--- src/rtl/red_pkg.sv ---
// Shared types, default sizes and saturation limits for the lane-reduction accumulator.
package red_pkg;

    typedef enum logic [1:0] {
        IDLE = 2'd0,
        SUM  = 2'd1,
        HOLD = 2'd2
    } state_t;

    localparam int DEF_LANE_W = 8;
    localparam int DEF_LANES  = 4;
    localparam int DEF_OUT_W  = 16;

    // Signed range limits of a w-bit two's-complement value, widened to 64 bits.
    function automatic logic signed [63:0] sat_max(input int w);
        return (64'sd1 <<< (w - 1)) - 64'sd1;
    endfunction

    function automatic logic signed [63:0] sat_min(input int w);
        return -(64'sd1 <<< (w - 1));
    endfunction

endpackage

--- src/rtl/red_add_sat.sv ---
// Combinational acc + a + b with a two-bit guard band, clamped to the OUT_W signed range.
module red_add_sat
    import red_pkg::*;
#(
    parameter int IN_W  = DEF_LANE_W,
    parameter int OUT_W = DEF_OUT_W
) (
    input  logic signed [OUT_W-1:0] acc_i,
    input  logic signed [IN_W-1:0]  a_i,
    input  logic signed [IN_W-1:0]  b_i,
    output logic signed [OUT_W-1:0] sum_o,
    output logic                    sat_o
);

    localparam int SUM_W = OUT_W + 2;
    localparam logic signed [63:0]      MAX64 = sat_max(OUT_W);
    localparam logic signed [63:0]      MIN64 = sat_min(OUT_W);
    localparam logic signed [SUM_W-1:0] MAX_S = MAX64[SUM_W-1:0];
    localparam logic signed [SUM_W-1:0] MIN_S = MIN64[SUM_W-1:0];

    logic signed [SUM_W-1:0] wide;

    // The guard bits make the three-term sum exact, so the clamp never sees a wrapped value.
    assign wide = SUM_W'(acc_i) + SUM_W'(a_i) + SUM_W'(b_i);

    always_comb begin
        sum_o = wide[OUT_W-1:0];
        sat_o = 1'b0;
        if (wide > MAX_S) begin
            sum_o = MAX_S[OUT_W-1:0];
            sat_o = 1'b1;
        end else if (wide < MIN_S) begin
            sum_o = MIN_S[OUT_W-1:0];
            sat_o = 1'b1;
        end
    end

endmodule

--- src/rtl/red_acc.sv ---
// Reduces a packed vector of signed lanes two lanes per cycle into a saturating,
// optionally accumulating result presented on a valid/ready output.
module red_acc
    import red_pkg::*;
#(
    parameter int LANE_W = DEF_LANE_W,
    parameter int LANES  = DEF_LANES,
    parameter int OUT_W  = DEF_OUT_W
) (
    input  logic                    clk,
    input  logic                    rst,
    input  logic                    in_valid,
    output logic                    in_ready,
    input  logic [LANES*LANE_W-1:0] in_data,
    input  logic                    in_acc,
    output logic                    out_valid,
    input  logic                    out_ready,
    output logic signed [OUT_W-1:0] out_sum,
    output logic                    out_sat
);

    localparam int IDX_W = (LANES > 2) ? $clog2(LANES / 2) : 1;
    localparam logic [IDX_W-1:0] LAST = IDX_W'(LANES / 2 - 1);

    state_t                    state_q, state_d;
    logic [IDX_W-1:0]          idx_q, idx_d;
    logic [LANES*LANE_W-1:0]   data_q, data_d;
    logic signed [OUT_W-1:0]   acc_q, acc_d;
    logic                      sat_q, sat_d;
    logic signed [OUT_W-1:0]   last_sum_q, last_sum_d;
    logic                      last_sat_q, last_sat_d;
    logic signed [OUT_W-1:0]   out_sum_q, out_sum_d;
    logic                      out_sat_q, out_sat_d;

    logic signed [LANE_W-1:0]  lane_a, lane_b;
    logic signed [OUT_W-1:0]   add_sum;
    logic                      add_sat;

    // The captured vector shifts down one pair per step, so the active pair is always the bottom two lanes.
    assign lane_a = data_q[LANE_W-1:0];
    assign lane_b = data_q[2*LANE_W-1:LANE_W];

    red_add_sat #(
        .IN_W  (LANE_W),
        .OUT_W (OUT_W)
    ) u_add (
        .acc_i (acc_q),
        .a_i   (lane_a),
        .b_i   (lane_b),
        .sum_o (add_sum),
        .sat_o (add_sat)
    );

    assign in_ready  = (state_q == IDLE);
    assign out_valid = (state_q == HOLD);
    assign out_sum   = out_sum_q;
    assign out_sat   = out_sat_q;

    always_comb begin
        state_d    = state_q;
        idx_d      = idx_q;
        data_d     = data_q;
        acc_d      = acc_q;
        sat_d      = sat_q;
        last_sum_d = last_sum_q;
        last_sat_d = last_sat_q;
        out_sum_d  = out_sum_q;
        out_sat_d  = out_sat_q;
        case (state_q)
            IDLE: begin
                if (in_valid) begin
                    data_d  = in_data;
                    idx_d   = '0;
                    acc_d   = in_acc ? last_sum_q : '0;
                    sat_d   = in_acc ? last_sat_q : 1'b0;
                    state_d = SUM;
                end
            end
            SUM: begin
                acc_d  = add_sum;
                sat_d  = sat_q | add_sat;
                idx_d  = idx_q + 1'b1;
                data_d = data_q >> (2 * LANE_W);
                if (idx_q == LAST) begin
                    out_sum_d = add_sum;
                    out_sat_d = sat_q | add_sat;
                    state_d   = HOLD;
                end
            end
            HOLD: begin
                if (out_ready) begin
                    last_sum_d = acc_q;
                    last_sat_d = sat_q;
                    state_d    = IDLE;
                end
            end
            default: state_d = IDLE;
        endcase
    end

    always_ff @(posedge clk) begin
        if (rst) begin
            state_q    <= IDLE;
            idx_q      <= '0;
            data_q     <= '0;
            acc_q      <= '0;
            sat_q      <= 1'b0;
            last_sum_q <= '0;
            last_sat_q <= 1'b0;
            out_sum_q  <= '0;
            out_sat_q  <= 1'b0;
        end else begin
            state_q    <= state_d;
            idx_q      <= idx_d;
            data_q     <= data_d;
            acc_q      <= acc_d;
            sat_q      <= sat_d;
            last_sum_q <= last_sum_d;
            last_sat_q <= last_sat_d;
            out_sum_q  <= out_sum_d;
            out_sat_q  <= out_sat_d;
        end
    end

endmodule

--- config.mk ---
export PLATFORM = sky130hd
export DESIGN_NAME = red_acc
export DESIGN_NICKNAME = d
export VERILOG_FILES = /design/src/rtl/red_pkg.sv /design/src/rtl/red_add_sat.sv /design/src/rtl/red_acc.sv
export SDC_FILE = /design/constraint.sdc
export NUM_CORES = 1
export LEC_CHECK = 0
export ABC_AREA = 1
export CAP_MARGIN = 10
export CORE_ASPECT_RATIO = 2
export CORE_MARGIN = 8
export CORE_UTILIZATION = 35
export CTS_CLUSTER_SIZE = 28
export DETAILED_ROUTE_END_ITERATION = 8
export SLEW_MARGIN = 20
export SYNTH_ARGS = -nofsm -noshare
export SYNTH_HDL_FRONTEND = slang
export SYNTH_HIERARCHICAL = 1
export SYNTH_SLANG_ARGS = --single-unit
--- constraint.sdc ---
create_clock -name clk -period 3.6 [get_ports clk]
set_clock_uncertainty 0.1 [all_clocks]
set_input_delay 0.72 -clock clk [delete_from_list [all_inputs] [get_ports clk]]
set_output_delay 0.72 -clock clk [all_outputs]
set_load 0.02 [all_outputs]
==> parameters.txt <==
Parameter                              Value

STA
  Maximum clock frequency    317.1 MHz
  Final Hold Viols    0
  Measured slew at the worst slew-check pin    0.9019 ns
  Unrepaired setup endpoints after global routing    false
  Setup violation total in the final timing report    0
  Setup tns final    0 ns
  Tmin final    3.154 ns
  Final worst setup slack    0.4462 ns
  Portion of the clock cycle consumed by the worst path in the final layout    87.60%
  Final slew viol count    0
  Max-Slew Margin vs Limit    39.81%

Yosys
  Dominant register cell in the synthesized netlist    sky130_fd_sc_hd__dfxtp_1
  Number of flip-flops and latches in the synthesized netlist    86
  Largest area contributor in the synthesized netlist    sky130_fd_sc_hd__dfxtp_1
  Portion of synthesized cell area occupied by the leading cell type    33.56%
  Number of distinct library cell variants in the gate-level netlist after synthesis    30
  Net count of the mapped netlist    826
  Synthesized area divided by synthesized cell count    6.786 µm²
  Most area-consuming cells after synthesis    sky130_fd_sc_hd__dfxtp_1, sky130_fd_sc_hd__nand2_1, sky130_fd_sc_hd__a21oi_1, sky130_fd_sc_hd__nand3_1, sky130_fd_sc_hd__fa_1
  Number of synthesized flops with an enable pin    0
  Fraction of synthesis flops using an asynchronous set or reset pin    0%
  Synth warnings    6
  Most instantiated library cell after synthesis    sky130_fd_sc_hd__nand2_1
  Synth Instances    756
  Most frequent cells after synthesis    sky130_fd_sc_hd__nand2_1, sky130_fd_sc_hd__dfxtp_1, sky130_fd_sc_hd__inv_1
  Post-synthesis sequential area ratio    33.56%
  Summed instance area of the synthesized netlist    0.005130 mm²

Power and ir drop
  P per Cell Area    521.7 mW/mm²
  Overall Power    3.201 mW
  Static leakage    2.914 nW
  Worst VDD drop    0.3140 mV

Floorplan
  Horizontal die dimension    101.6 µm
  Number of top-level pins    56
  Die boundary height    187.2 µm
  Floorplan row count    62
  Initial core utilization    35.75%
  Area inside the core boundary    0.01435 mm²
  Total Die Area    0.01902 mm²

Placement
  Port buffer count    55
  Number of instances in the placed design    980
  GPL Wtd Cong    0.9335
  Cell area after placement    0.005804 mm²
  Worst setup timing slack at the placement stage    0.4262 ns
  Placed wire-length estimate after detailed placement    11800 µm

Clocking
  Bufs on Longest Clock Path    2
  Buffer cell driving the clock tree root    sky130_fd_sc_hd__clkbuf_16
  Clock Latency Late Sink    0.34 ns
  Buffers inserted by post-CTS timing repair    0
  Hold buffer count at CTS    0
  Num CTS Buffers    9
  Clock transition at the registers of the reported paths    0.06 ns
  H-Tree Level Count    3
  TritonCTS sink count    86
  CTS tree    built
  Post-CTS Resized    0

GRT
  Initial antenna violation count    0
  Largest net degree at the start of global routing    51
  Vias in the first global route    4807
  Total track usage    17.07%
  Wire length of the first global-routing pass    24980 µm
  Remaining Overflow, GRT    0

Min path
  Hold/Removal Path Class    flop to flop

Setup path
  CP max FO    16
  Critical path type    flop to flop
  Nature of the critical path startpoint    flop
  Required time worst endpoint    3.78 ns
  Critical path arrival    3.33 ns
  Kind of capture point of the worst setup path    flop

Routing
  Drt drc    0
  Average wire per standard cell    15.56 µm
  Via density per instance    4.796
  Antenna viol nets, final    0
  Met2 layer wire length in the routed design    8556 µm
  Highest routing layer actually used    met4
  Final wirelength    15500 µm
  Number of iterations in the first detailed-routing pass    5
  M1 WL    5465 µm
  Wire length on met3    383 µm
  Count of vias placed by the detailed router    4777
  Number of DRC violations after detailed-routing iteration 0    229

Layout
  Final non-filler cell total    996
  Layout overhead on the synthesized area    19.59%
  Fillers    1503
  Final net count    869
  Post-layout instance area    0.006135 mm²
  Area used by multi-input combinational logic    0.002869 mm²
  Count of antenna diodes in the layout    0
  Proportion of layout cells with a drive suffix above 1    8.955%
  Reg area    0.001722 mm²

Status
  Outcome    complete, no violations

Job
  Max_cap viols    0
==> flip-flops by register name, summed over array words and instances, names as in the netlist <==
register    count
state_q         2
acc_q          16
idx_q           1
last_sum_q     16
sat_q           1
last_sat_q      1
out_sat         1
out_sum        16
data_q         32
==> kinds of logic (layout without fill, tap and decap cells) <==
family,count (synthesis),in the layout,synth area share (%)
adders and majority gates,33,33,10.54
and+or+nand+nor,402,402,33.80
AOI/OAI and AO/OA,100,100,9.878
DFF,86,86,33.56
buffers and inverters,125,173,10.51
xor gates and xnor gates,10,10,1.707
==> stage by stage <==
step,hold slack (ns),utilization [%]
3_3_place_gp,0.3453,40.44
6_report,0.3588,42.75
3_5_place_dp,0.3522,40.44
2_1_floorplan,0.3345,-
4_1_cts,0.3613,42.75
5_1_grt,0.3777,42.75
==> cell type report <==
cell class / instances / share of cell area (%)
clock buffer: 9 / 3.671
clock inverter: 7 / 1.713
timing repair buffer: 67 / 10.36
sequential: 86 / 28.06
multi-input combinational: 545 / 46.77
tap: 192 / 3.916
inverter: 90 / 5.507
==> worst paths after layout <==
kind / from / slack [ns] / end / cells past startpoint
worst min register to register: data_q[21] / 0.36 / data_q[21] / 2
worst max-delay path: data_q[7] / 0.45 / acc_q[5] / 16
worst max register to register: data_q[7] / 0.45 / acc_q[5] / 16
worst min-delay path: data_q[21] / 0.36 / data_q[21] / 2
==> worst max-delay path: stages, from the launching register on <==
cell	delay, ns
sky130_fd_sc_hd__dfxtp_1	0.30
sky130_fd_sc_hd__buf_4	0.20
sky130_fd_sc_hd__fa_1	0.49
sky130_fd_sc_hd__ha_1	0.40
sky130_fd_sc_hd__a21oi_1	0.26
sky130_fd_sc_hd__nand2_1	0.13
sky130_fd_sc_hd__a21oi_1	0.20
sky130_fd_sc_hd__nand3_1	0.14
sky130_fd_sc_hd__nand2_1	0.10
sky130_fd_sc_hd__nand2_2	0.06
sky130_fd_sc_hd__nand2_4	0.15
sky130_fd_sc_hd__nand2_1	0.08
sky130_fd_sc_hd__nand2_1	0.11
sky130_fd_sc_hd__nand2_1	0.12
sky130_fd_sc_hd__nand2_1	0.10
sky130_fd_sc_hd__nor2_1	0.04
sky130_fd_sc_hd__nor2_1	0.10
==> power breakdown <==
part           switching, mW  internal (mW)
combinational          0.714          0.372
sequential            0.0701           1.02
clock                  0.407          0.618
total                   1.19           2.01
==> cell usage in the layout (no fill, tap or decap), drive strengths merged <==
cell type and n:
nor2 48, nand3 70, nand3b 2, clkinvlp 1, clkdlybuf4s50 54, fa 17
ha 16, xor2 8, clkinv 2, a21oi 75, nand4 2, and2 2
xnor2 2, nor3 4, o21ai 24, clkbuf 9, buf 13, or2 15
nand2 259, o21bai 1, dfxtp 86, bufinv 2, inv 92
==> per-layer routing <==
metal  vias to the layer above  GRT usage, %
met5                         -             0
met4                         0         12.71
met3                        44         1.827
met2                        92         32.02
met1                      2190         16.04
li1                       2451             -
Note: power is estimated with default switching activity, not from simulation.
==> RTL change 1, RTL diff (same flow settings) <==
Reset style: asynchronous (`rst`), changed in one clocked block.
--- a/src/rtl/red_acc.sv
+++ b/src/rtl/red_acc.sv
@@ -98,7 +98,7 @@
         endcase
     end
 
-    always_ff @(posedge clk) begin
+    always_ff @(posedge clk or posedge rst) begin
         if (rst) begin
             state_q    <= IDLE;
             idx_q      <= '0;
Function: differs if rst is asserted again (counterexample within 4 cycles, from zero or initial values and one cycle with rst high); with rst held inactive, the same outputs for 4 cycles.
==> RTL change 1 against the original RTL <==
- final area up 3.7%
- synthesized area is 5.5% higher
- critical endpoint is now acc_q[3]$_DFFE_PP0P_
- routed wire length increased by 4.5%
- sequential cell count stayed put
- highest routed layer unchanged
- critical path depth up 3
- first-iteration DRC count up 33%
- worst setup slack worse by 0.19 ns
Power is left out: the tool's default activity adds up to more than one toggle a clock period on the data nets, which glitch-free logic cannot reach.
==> RTL change 1: results (changes against the original RTL) <==
[metrics] worst slack at placement: 0.162 ns (was 0.426 ns)
[metrics] Nets: 807 (was 869)
[metrics] Crit Reg-Reg Startpoint: acc_q[1]$_DFFE_PP0P_ (was data_q[7]$_SDFFE_PP0P_)
[metrics] number of instances in the synthesized netlist: 696 (was 756)
[metrics] Commonest cells post-synth: nand2_1, nand3_1, dfrtp_1, inv_1, fa_1 (was nand2_1, dfxtp_1, inv_1, a21oi_1, nand3_1)
[metrics] fraction of the cycle the final worst path needs: 92.9% (was 87.6%)
[metrics] net count after synthesis: 766 (was 826)
[metrics] Worst R2R End: acc_q[3]$_DFFE_PP0P_ (was acc_q[5]$_SDFFE_PP0P_)
[metrics] Avg WL per Cell: 17.2 um (was 15.6 um)
[metrics] arrival time at the worst endpoint: 3.49 ns (was 3.33 ns)
[metrics] largest net degree at the start of global routing: 59 (was 51)
[metrics] count of cells along the worst register-to-register path: 19 (was 16)
[metrics] share of post-route cells with drive strength above 1: 8.22% (was 8.96%)
[metrics] outcome: finished, final reports clean (unchanged)
[metrics] distinct cell type count after synthesis: 34 (was 30)
[metrics] sequential area share after synthesis: 39.8% (was 33.6%)
[metrics] post-detailed-route via-to-cell ratio: 4.98 (was 4.80)
[metrics] vias after detailed routing: 4678 (was 4777)
[metrics] RD Place Congestion: 0.915 (was 0.934)
[metrics] post-synthesis adder-cell area fraction: 9.99% (was 10.5%)
[metrics] setup slack of the worst register-to-register path: 0.26 ns (was 0.45 ns)
[metrics] wire length of the first global-routing pass: 26200 um (was 25000 um)
[metrics] hold worst-path end: out_sum[11]$_DFFE_PP0P_ (was data_q[21]$_SDFFE_PP0P_)
[metrics] WHS: 0.373 ns (was 0.359 ns)
[metrics] actual transition at the worst max-transition pin: 0.877 ns (was 0.902 ns)
[metrics] post-DP HPWL: 12100 um (was 11800 um)
[metrics] number of instances in the placed design: 924 (was 980)
[metrics] share of synthesized flip-flops with an asynchronous set or reset: 100% (was 0%)
[metrics] number of iterations in the first detailed-routing pass: 4 (was 5)
==> RTL change 1: cell types whose count changed in the layout (fill, tap and decap cells not counted), moves of 9 or more <==
cell     delta
nand4_1     +9
or2_2      -15
o21ai_0    -16
nor2_1     -33
o21ai_1    +12
inv_1      -11
dfrtp_1    +85
a21oi_1    -65
nand3_1    +55
dfxtp_1    -86
==> RTL change 1: routing by layer <==
layer | part of all wire (%) | global-route usage, % | vias to the layer above
li1 | - | - | 2295
met1 | 34 | 15.8 | 2213
met2 | 56 | 32.6 | 120
met3 | 3.2 | 1.98 | 50
met4 | 6.6 | 13.2 | 0
met5 | 0 | 0 | -
==> RTL change 1: area by class of cell <==
type / count / area (sq um)
clock buffer: 9 / 225
sequential: 86 / 2150
multi-input combinational: 498 / 2750
inverter: 79 / 300
timing repair buffer: 63 / 623
fill: 1608 / 8850
tap: 198 / 248
clock inverter: 7 / 63.8
==> RTL change 2, RTL diff (same flow settings) <==
Made on the original files. Change the package constant `DEF_LANES` from 4 to 8.
--- a/src/rtl/red_pkg.sv
+++ b/src/rtl/red_pkg.sv
@@ -8,7 +8,7 @@
     } state_t;
 
     localparam int DEF_LANE_W = 8;
-    localparam int DEF_LANES  = 4;
+    localparam int DEF_LANES  = 8;
     localparam int DEF_OUT_W  = 16;
 
     // Signed range limits of a w-bit two's-complement value, widened to 64 bits.
Interface: changed (resized in_data); port bits go from 56 to 88. The function was not compared with the original's and may differ.
==> RTL change 2 against the original RTL <==
- synthesized area grew 40%
- total power is 46% higher
- final area grew 44%
- combinational power rose by 37%
- routed wire length is 37% higher
- sequential power grew 36%
- sequential cell count is 33 higher
- worst setup slack lost 0.15 ns
==> RTL change 2: results (changes against the original RTL) <==
[metrics] outcome: finished, final reports clean (unchanged)
[metrics] count of inverters not on the clock network in the layout: 187 (was 90)
[metrics] clock latency at the later pin of the worst-skew pair: 0.42 ns (was 0.34 ns)
[metrics] Largest stage delay, worst path: 0.54 ns (was 0.49 ns)
[metrics] top cells by area in the synthesized netlist: dfxtp_1, nand2_1, inv_1 (was dfxtp_1, nand2_1, a21oi_1)
[metrics] Avg WL per Cell: 14.3 um (was 15.6 um)
[metrics] total CTS buffers: 17 (was 9)
[metrics] hold worst-path end: data_q[62]$_SDFFE_PP0P_ (was data_q[21]$_SDFFE_PP0P_)
[metrics] flip-flop count of the largest register after layout: 64 (was 32)
[metrics] net switching power: 1630 uW (was 1190 uW)
[metrics] distinct cell type count after synthesis: 35 (was 30)
[metrics] Worst setup endpoint: sat_q$_SDFFE_PP0P_ (was acc_q[5]$_SDFFE_PP0P_)
[metrics] number of iterations in the first detailed-routing pass: 4 (was 5)
[metrics] relative area of clock buffers and inverters in the final design: 6.69% (was 5.38%)
[metrics] maximum vdd ir drop: 0.332 mV (was 0.314 mV)
[metrics] count of port buffers added during placement: 87 (was 55)
[metrics] arrival time at the worst endpoint: 3.52 ns (was 3.33 ns)
[metrics] cell area reported after detailed placement: 8220 sq um (was 5800 sq um)
[metrics] Multi-In Gates: 781 (was 545)
[metrics] number of instances in the synthesized netlist: 1145 (was 756)
[metrics] number of DRC violations after detailed-routing iteration 0: 335 (was 229)
[metrics] Hold Path Origin: data_q[62]$_SDFFE_PP0P_ (was data_q[21]$_SDFFE_PP0P_)
[metrics] Filler Cell Count: 2141 (was 1503)
[metrics] Post-Route M1 WL: 7410 um (was 5470 um)
[metrics] Rel. slew slack: 41.0% (was 39.8%)
[metrics] wire length of the first global-routing pass: 34500 um (was 25000 um)
[metrics] sequential area share after synthesis: 33.1% (was 33.6%)
[RTL change 2: cell types whose count changed in the layout (fill, tap and decap cells not counted), moves of 32 or more]
cell / delta
clkdlybuf4s50_1: +32
dfxtp_1: +32
inv_1: +95
a21oi_1: +37
nor2_1: +51
nand2_1: +193
[RTL change 2: power by group through the flow]
stage	registers [uW]	logic, uW	clock network, uW
2_1_floorplan	1490	1090	0
3_3_place_gp	1500	1470	0
3_5_place_dp	1510	1480	0
4_1_cts	1480	1480	1740
5_1_grt	1490	1670	1810
6_report	1480	1490	1720
[RTL change 2: worst register-to-register path: cells and delay by family (launching register included)]
| family | cells | cell delay (ns) |
|---|---|---|
| adder cells (fa/ha/maj) | 3 | 1.16 |
| AND/OR/NAND/NOR | 12 | 0.99 |
| AO/OA/AOI/OAI | 2 | 0.35 |
| flip-flops | 1 | 0.32 |
| buffers and inverters | 3 | 0.30 |
[RTL change 2: repair_timing]
item,CTS,global route
hold buffers,0,0
endpoints found under the setup margin,0,3
gates resized for setup,0,1
